File: src/rtl/spi_bypass_pkg.sv
// spi_bypass_pkg: shared types and constants for the SPI bypass sequencer.
//   state_t  - sequencer states
//   MODE0..3 - {CPOL,CPHA} encodings
//   CPOL_BIT, CPHA_BIT - bit positions inside a spi_mode value
package spi_bypass_pkg;
   typedef enum logic [2:0] {IDLE, LEAD, SHIFT, TRAIL, GAP} state_t;
   localparam logic [1:0] MODE0 = 2'b00;
   localparam logic [1:0] MODE1 = 2'b01;
   localparam logic [1:0] MODE2 = 2'b10;
   localparam logic [1:0] MODE3 = 2'b11;
   localparam int CPOL_BIT = 1;
   localparam int CPHA_BIT = 0;
endpackage

File: src/rtl/spi_bypass_sequencer_fifo.sv
// sync_fifo: single-clock FIFO with registered full/empty flags and flush.
//   clk, reset (async, active-high), flush (sync clear)
//   push/wr_data - write side; a push on a full FIFO succeeds only with a pop
//   pop/rd_data  - read side; rd_data is the current head
//   full, empty, count - occupancy status
module sync_fifo #(
   parameter int WIDTH = 32,
   parameter int DEPTH = 16
) (
   input  logic                     clk,
   input  logic                     reset,
   input  logic                     flush,
   input  logic                     push,
   input  logic [WIDTH-1:0]         wr_data,
   input  logic                     pop,
   output logic [WIDTH-1:0]         rd_data,
   output logic                     full,
   output logic                     empty,
   output logic [$clog2(DEPTH):0]   count
);
   localparam int AW = $clog2(DEPTH);
   logic [WIDTH-1:0] mem_q [DEPTH];
   logic [AW-1:0] wr_ptr_q, wr_ptr_d, rd_ptr_q, rd_ptr_d;
   logic [AW:0] count_q, count_d;
   logic full_q, full_d, empty_q, empty_d, do_push, do_pop;
   always_comb begin
      do_pop = pop && !empty_q && !flush;
      do_push = push && (!full_q || do_pop) && !flush;
      wr_ptr_d = flush ? '0 : wr_ptr_q + AW'(do_push);
      rd_ptr_d = flush ? '0 : rd_ptr_q + AW'(do_pop);
      count_d = flush ? '0 : count_q + (AW+1)'(do_push) - (AW+1)'(do_pop);
      full_d = count_d == (AW+1)'(DEPTH);
      empty_d = count_d == '0;
   end
   always_ff @(posedge clk or posedge reset) begin
      if (reset) begin
         wr_ptr_q <= '0;
         rd_ptr_q <= '0;
         count_q <= '0;
         full_q <= 1'b0;
         empty_q <= 1'b1;
      end else begin
         wr_ptr_q <= wr_ptr_d;
         rd_ptr_q <= rd_ptr_d;
         count_q <= count_d;
         full_q <= full_d;
         empty_q <= empty_d;
      end
   end
   always_ff @(posedge clk) begin
      if (do_push) mem_q[wr_ptr_q] <= wr_data;
   end
   assign rd_data = mem_q[rd_ptr_q];
   assign full = full_q;
   assign empty = empty_q;
   assign count = count_q;
endmodule

File: src/rtl/spi_bypass_sequencer.sv
// spi_bypass_sequencer: queued SPI master for host bypass access to the headstage bus.
//   clk, reset (async, active-high)
//   enable, spi_mode {CPOL,CPHA}, clk_div (half-period-1), cs_gap (CS_N high-1), burst, flush
//   cmd_data/cmd_valid/cmd_ready - command FIFO push side
//   rsp_data/rsp_valid/rsp_ready - response FIFO pop side
//   busy, words_done - status
//   cs_n, sclk, mosi, miso - SPI pins
module spi_bypass_sequencer
   import spi_bypass_pkg::*;
#(
   parameter int DATA_W = 32,
   parameter int FIFO_DEPTH = 16,
   parameter int DIV_W = 8
) (
   input  logic              clk,
   input  logic              reset,
   input  logic              enable,
   input  logic [1:0]        spi_mode,
   input  logic [DIV_W-1:0]  clk_div,
   input  logic [3:0]        cs_gap,
   input  logic              burst,
   input  logic              flush,
   input  logic [DATA_W-1:0] cmd_data,
   input  logic              cmd_valid,
   output logic              cmd_ready,
   output logic [DATA_W-1:0] rsp_data,
   output logic              rsp_valid,
   input  logic              rsp_ready,
   output logic              busy,
   output logic [15:0]       words_done,
   output logic              cs_n,
   output logic              sclk,
   output logic              mosi,
   input  logic              miso
);
   localparam int EW = $clog2(2 * DATA_W) + 1;
   localparam int CW = $clog2(FIFO_DEPTH) + 1;
   state_t state_q, state_d;
   logic [1:0] mode_q, mode_d;
   logic [DIV_W-1:0] div_q, div_d, div_cnt_q, div_cnt_d;
   logic [EW-1:0] edge_q, edge_d;
   logic [DATA_W-1:0] tx_q, tx_d, rx_q, rx_d;
   logic [3:0] gap_q, gap_d;
   logic [15:0] words_q, words_d;
   logic cs_n_q, cs_n_d, sclk_q, sclk_d, mosi_q, mosi_d, discard_q, discard_d;
   logic [DATA_W-1:0] cmd_head;
   logic [CW-1:0] cmd_count, rsp_count;
   logic cmd_full, cmd_empty, rsp_full, rsp_empty;
   logic tick, toggle, sample, start_idle, trail_end, start_burst, rsp_push, cmd_pop;
   sync_fifo #(.WIDTH(DATA_W), .DEPTH(FIFO_DEPTH)) u_cmd_fifo (
      .clk(clk), .reset(reset), .flush(flush),
      .push(cmd_valid && !cmd_full), .wr_data(cmd_data),
      .pop(cmd_pop), .rd_data(cmd_head),
      .full(cmd_full), .empty(cmd_empty), .count(cmd_count)
   );
   sync_fifo #(.WIDTH(DATA_W), .DEPTH(FIFO_DEPTH)) u_rsp_fifo (
      .clk(clk), .reset(reset), .flush(flush),
      .push(rsp_push), .wr_data(rx_q),
      .pop(rsp_ready), .rd_data(rsp_data),
      .full(rsp_full), .empty(rsp_empty), .count(rsp_count)
   );
   assign tick = div_cnt_q == div_q;
   assign toggle = tick && (state_q == LEAD || (state_q == SHIFT && edge_q != EW'(2 * DATA_W)));
   // Toggle number edge_q+1 is a leading edge when odd; CPHA picks which edge samples.
   assign sample = mode_q[CPHA_BIT] ? edge_q[0] : !edge_q[0];
   assign start_idle = state_q == IDLE && enable && !flush && !cmd_empty && !rsp_full;
   assign trail_end = state_q == TRAIL && tick;
   // A response from a word that saw a flush is silently dropped.
   assign rsp_push = trail_end && !discard_q && !flush;
   // Room is judged after this word's push so a burst can never overrun the response FIFO.
   assign start_burst = trail_end && burst && enable && !flush && cmd_count != '0 &&
                        (rsp_count + CW'(rsp_push)) < CW'(FIFO_DEPTH);
   assign cmd_pop = start_idle || start_burst;
   always_comb begin
      state_d = state_q;
      mode_d = mode_q;
      div_d = div_q;
      edge_d = edge_q;
      tx_d = tx_q;
      rx_d = rx_q;
      gap_d = gap_q;
      words_d = words_q;
      cs_n_d = cs_n_q;
      sclk_d = sclk_q;
      mosi_d = mosi_q;
      discard_d = discard_q;
      div_cnt_d = (state_q inside {LEAD, SHIFT, TRAIL} && !tick) ? div_cnt_q + DIV_W'(1) : '0;
      if (toggle) begin
         sclk_d = !sclk_q;
         edge_d = edge_q + EW'(1);
         if (sample) rx_d = {rx_q[DATA_W-2:0], miso};
         else if (edge_q != EW'(2 * DATA_W - 1)) begin
            mosi_d = tx_q[DATA_W-1];
            tx_d = tx_q << 1;
         end
      end
      case (state_q)
         IDLE: begin
            cs_n_d = 1'b1;
            sclk_d = spi_mode[CPOL_BIT];
            mosi_d = 1'b0;
         end
         LEAD: if (tick) state_d = SHIFT;
         SHIFT: if (tick && edge_q == EW'(2 * DATA_W)) state_d = TRAIL;
         TRAIL: begin
            sclk_d = mode_q[CPOL_BIT];
            if (tick) begin
               words_d = words_q + 16'd1;
               state_d = GAP;
               cs_n_d = 1'b1;
               sclk_d = spi_mode[CPOL_BIT];
               mosi_d = 1'b0;
               gap_d = '0;
            end
         end
         GAP: begin
            sclk_d = spi_mode[CPOL_BIT];
            mosi_d = 1'b0;
            gap_d = gap_q + 4'd1;
            if (gap_q == cs_gap) state_d = IDLE;
         end
         default: state_d = IDLE;
      endcase
      if (flush && state_q inside {LEAD, SHIFT, TRAIL}) discard_d = 1'b1;
      // Word start: CPHA=0 puts the MSB out now, so the shifter is preloaded one bit ahead.
      if (cmd_pop) begin
         state_d = LEAD;
         mode_d = spi_mode;
         div_d = clk_div;
         edge_d = '0;
         cs_n_d = 1'b0;
         sclk_d = spi_mode[CPOL_BIT];
         discard_d = 1'b0;
         tx_d = spi_mode[CPHA_BIT] ? cmd_head : cmd_head << 1;
         mosi_d = spi_mode[CPHA_BIT] ? 1'b0 : cmd_head[DATA_W-1];
      end
   end
   always_ff @(posedge clk or posedge reset) begin
      if (reset) begin
         state_q <= IDLE;
         mode_q <= '0;
         div_q <= '0;
         div_cnt_q <= '0;
         edge_q <= '0;
         tx_q <= '0;
         rx_q <= '0;
         gap_q <= '0;
         words_q <= '0;
         cs_n_q <= 1'b1;
         sclk_q <= 1'b0;
         mosi_q <= 1'b0;
         discard_q <= 1'b0;
      end else begin
         state_q <= state_d;
         mode_q <= mode_d;
         div_q <= div_d;
         div_cnt_q <= div_cnt_d;
         edge_q <= edge_d;
         tx_q <= tx_d;
         rx_q <= rx_d;
         gap_q <= gap_d;
         words_q <= words_d;
         cs_n_q <= cs_n_d;
         sclk_q <= sclk_d;
         mosi_q <= mosi_d;
         discard_q <= discard_d;
      end
   end
   assign cmd_ready = !cmd_full;
   assign rsp_valid = !rsp_empty;
   assign busy = state_q != IDLE;
   assign words_done = words_q;
   assign cs_n = cs_n_q;
   assign sclk = sclk_q;
   assign mosi = mosi_q;
endmodule
File: config.mk
export PLATFORM = sky130hd
export DESIGN_NAME = spi_bypass_sequencer
export DESIGN_NICKNAME = d
export VERILOG_FILES = /design/src/rtl/spi_bypass_pkg.sv /design/src/rtl/spi_bypass_sequencer_fifo.sv /design/src/rtl/spi_bypass_sequencer.sv
export SDC_FILE = /design/constraint.sdc
export NUM_CORES = 1
export LEC_CHECK = 0
export BUFFER_PORTS_ARGS = -buffer_cell sky130_fd_sc_hd__buf_2
export CAP_MARGIN = 20
export CORE_ASPECT_RATIO = 2
export CORE_MARGIN = 2
export CORE_UTILIZATION = 55
export CTS_CLUSTER_DIAMETER = 50
export DETAILED_ROUTE_END_ITERATION = 8
export GPL_TIMING_DRIVEN = 0
export PLACE_DENSITY = 0.77
export RECOVER_POWER = 25
export SYNTH_ARGS = -nofsm -noshare
export SYNTH_HDL_FRONTEND = slang
export SYNTH_SLANG_ARGS = --single-unit
File: constraint.sdc
create_clock -name clk -period 6.9 [get_ports clk]
set_input_delay 0 -clock clk [delete_from_list [all_inputs] [get_ports clk]]
set_output_delay 0 -clock clk [all_outputs]
set_load 0.05 [all_outputs]
==> reports/metrics.csv <==
metric,value,unit
status,finished with violations,
failing checks,"capacitance limit, slew limit",
H-Tree Level Count,3,
row cnt,150,
fin crit share,59.3,%
Syn Area/Cell,20.3,um^2
Tightest Pin Transition,1970,ps
Skew-Pair Late Insertion Delay,680,ps
# IOs,108,
"EDFF count, synth",1024,
CP Data Required Time,7480,ps
Starting DRT DRC Count,2694,
nets,2662,
Clock Skew,23.1,ps
Mapped Cells,2261,
CP endpoint kind,register,
worst hold start,clk_div[1],
power per cell area,290,mW/mm^2
post-synthesis cell type count,59,
syn_nets,2341,
Synth top area share,66.9,%
RR Endpoint,u_cmd_fifo.full$_DFF_PP0_,
share of post-route cells with drive strength above 1,26.2,%
ys flop type,edfxtp_1,
Via Count,23600,
"FF+latch count, synth",1170,
TritonCTS Buffers,95,
worst hold stages,4,
Total Routing Usage GR,24.9,%
initial antenna violation count,1,
clk buf depth,3,
critical setup path kind,reg2reg,
antenna cells,0,
synth top area cells,"edfxtp_1 67%, mux4_2 14%, dfrtp_1 7.8%",
Final Hold Viols,0,
critical path arrival,4670,ps
Routability Congestion,0.825,
DP HPWL,64900,um
Switching Power,3540,uW
RSZ-0062 raised after global routing,false,
Min-Delay Path Class,in2reg,
final setup fails,0,
flop-to-flop setup slack,2810,ps
top cell type by total area after synthesis,edfxtp_1,
Initial Util,55.3,%
Synth Warn #,0,
Static Leak,0.0179,uW
Seq pwr share,52.9,%
Tmin final,4090,ps
WL final,105000,um
Slew headroom,-31.8,%
Fillers,5488,
DR vias/cell,6.33,
Final Util,63.6,%
RR Startpoint,div_q[7]$_DFFE_PP0N_,
crit path max fanout,8,
post-synthesis sequential area ratio,74.9,%
Syn Std Cell Area,0.0459,mm^2
Worst-path clk slew,70,ps
Switching Fraction,23.1,%
P&R area growth vs syn,15.1,%
WL/cell,28.1,um
total gr overflow,0,
clock network fraction of design power,37.4,%
core area,0.0831,mm^2
largest net degree at the start of global routing,108,
Int Pwr,11800,uW
"FFs w/ async S/R, synth",12.5,%
Die Ht,413,um
CTS tree,built,
Worst VDD drop,0.283,mV
# Post-CTS Setup Buffers,0,
Die X,208,um
residual DRC count,0,
die area,0.0860,mm^2
R2R depth,13,
maxcap violations,1,
Logic pwr share,9.7,%
vias in the first global route,24200,
first-pass GRT wire length,156000,um
Hold Path End,div_q[1]$_DFFE_PP0N_,
CP Launch Type,register,
CTS sink count,1170,
max-slew violations,40,
Root Buffer,clkbuf_16,
DRT Pass-1 Iters,5,
setup_tns,0,ps
Post-DRT Antenna Nets,0,
PortBufs,106,
FMAX,244,MHz
[layout by cell type, fill, tap and decap left out, types with 15 or more instances in the layout]
cell type	synthesis	routed
xnor2_1	31	31
dfrtp_1	143	143
mux2_2	16	16
mux4_2	285	285
buf_6	3	29
o21a_1	18	18
xor2_1	30	30
buf_12	0	22
o22ai_1	42	42
a21oi_1	39	39
buf_1	28	28
nor2_4	0	24
mux2i_1	59	59
nand3_1	19	19
nand2_1	156	156
edfxtp_1	1024	1024
dlygate4sd3_1	0	49
clkbuf_1	57	103
clkbuf_16	0	97
bufinv_16	0	15
inv_1	23	22
mux2_4	30	30
nor2_1	81	57
buf_2	22	96
ha_1	24	24
[worst max path at each step]
stage / depth (start not counted) / slack (ps) / from / to
final: 13 / 2810 / div_q[7]$_DFFE_PP0N_ / u_cmd_fifo.full$_DFF_PP0_
after global routing: 13 / 2470 / div_cnt_q[0]$_DFF_PP0_ / u_cmd_fifo.full$_DFF_PP0_
after CTS: 13 / 2480 / div_q[7]$_DFFE_PP0N_ / u_cmd_fifo.full$_DFF_PP0_
after detailed placement: 13 / 2510 / div_q[7]$_DFFE_PP0N_ / u_cmd_fifo.full$_DFF_PP0_
after global placement: 7 / -530 / div_q[7]$_DFFE_PP0N_ / u_rsp_fifo.mem_q[3][18]$_DFFE_PP_
after floorplan: 7 / 2560 / div_cnt_q[0]$_DFF_PP0_ / u_rsp_fifo.mem_q[2][0]$_DFFE_PP_
[synth_stat cells, types with 2 or more instances]
| library cell | number |
|---|---|
| a211oi_1 | 2 |
| a21o_1 | 3 |
| a21oi_1 | 39 |
| a221oi_1 | 10 |
| a22oi_1 | 7 |
| a31o_2 | 2 |
| a31oi_1 | 2 |
| and2_1 | 3 |
| and3_1 | 6 |
| buf_1 | 28 |
| buf_2 | 22 |
| buf_4 | 3 |
| buf_6 | 3 |
| clkbuf_1 | 57 |
| dfrtp_1 | 143 |
| dfstp_2 | 3 |
| edfxtp_1 | 1024 |
| fa_1 | 2 |
| ha_1 | 24 |
| inv_1 | 23 |
| mux2_2 | 16 |
| mux2_4 | 30 |
| mux2i_1 | 59 |
| mux4_2 | 285 |
| nand2_1 | 156 |
| nand2b_1 | 8 |
| nand3_1 | 19 |
| nand3b_1 | 4 |
| nand4_1 | 14 |
| nor2_1 | 81 |
| nor2b_1 | 14 |
| nor3_1 | 11 |
| nor3_2 | 2 |
| nor4_1 | 3 |
| o211ai_1 | 2 |
| o21a_1 | 18 |
| o21ai_0 | 10 |
| o22ai_1 | 42 |
| or4_1 | 2 |
| xnor2_1 | 31 |
| xor2_1 | 30 |
[metrics by stage]
step	cells	power, uW	setup WS, ps	instance area [um^2]	hold slack [ps]
after CTS	3715	15400	2480	52700	5.13
after detailed placement	3488	9700	2510	48900	14.8
after floorplan	2261	9240	2560	45900	98.9
final	3727	15300	2810	52900	47.8
after global placement	3431	9620	-531	47800	210
after global routing	3727	15800	2470	52900	53.9
[power groups by stage]
stage	registers, uW	clock network [uW]	logic, uW
6_report	8120	5730	1490
5_1_grt	8140	6040	1610
4_1_cts	8110	5800	1470
3_5_place_dp	8260	0	1440
3_3_place_gp	8250	0	1370
2_1_floorplan	8250	0	999
[worst max-delay path, cell delays in order (launching register included)]
cell,delay (ps)
dfrtp_1,440
xnor2_1,200
nand4_1,330
nor4_4,550
a31oi_1,300
nor4_1,440
inv_1,90
ha_1,290
a21o_1,180
a21oi_1,180
xnor2_1,140
nor2_1,70
or4_1,590
nor3_1,190
[registers in the layout, indices dropped and copies added, names as in the netlist, 5 cells and up]
name,count
div_cnt_q,8
u_cmd_fifo.mem_q,512
tx_q,32
words_done,16
u_cmd_fifo.count,5
edge_q,7
div_q,8
u_rsp_fifo.count,5
rx_q,32
u_rsp_fifo.mem_q,512
[logic make-up (layout without fill, tap and decap cells)]
family | count (synthesis) | in the layout | synth area share [%]
buffers and inverters | 137 | 539 | 1.25
AND/OR/NAND/NOR | 331 | 331 | 3.23
multiplexers | 390 | 390 | 16.6
XOR/XNOR | 61 | 61 | 1.16
AO/OA/AOI/OAI | 146 | 146 | 2.09
flip-flops | 1170 | 1170 | 74.9
adder cells (fa/ha/maj) | 26 | 26 | 0.741
[per-layer routing]
layer | share of wire [%] | GRT usage [%] | vias to the layer above
met3 | 7.9 | 4.19 | 192
met2 | 51 | 41.8 | 1195
met4 | 2.6 | 7.78 | 0
met1 | 39 | 33.8 | 12400
met5 | 0 | 0 | -
li1 | - | - | 9791
[layout make-up]
| type | instances | area, um^2 | share of cell area (%) |
|---|---|---|---|
| sequential | 1170 | 34400 | 65.1 |
| clock inverter | 56 | 684 | 1.29 |
| buffer | 113 | 485 | 0.918 |
| clock buffer | 122 | 2630 | 4.98 |
| timing repair buffer | 224 | 2050 | 3.89 |
| inverter | 24 | 91.3 | 0.173 |
| tap | 1064 | 1330 | 2.52 |
| multi-input combinational | 954 | 11200 | 21.1 |
[repair_timing]
action | 4_1_cts | 5_1_grt
hold buffers | 49 | 0
resized for setup | 0 | 0
hold endpoints to repair | 681 | 0
Note: power is estimated with default switching activity, not from simulation.
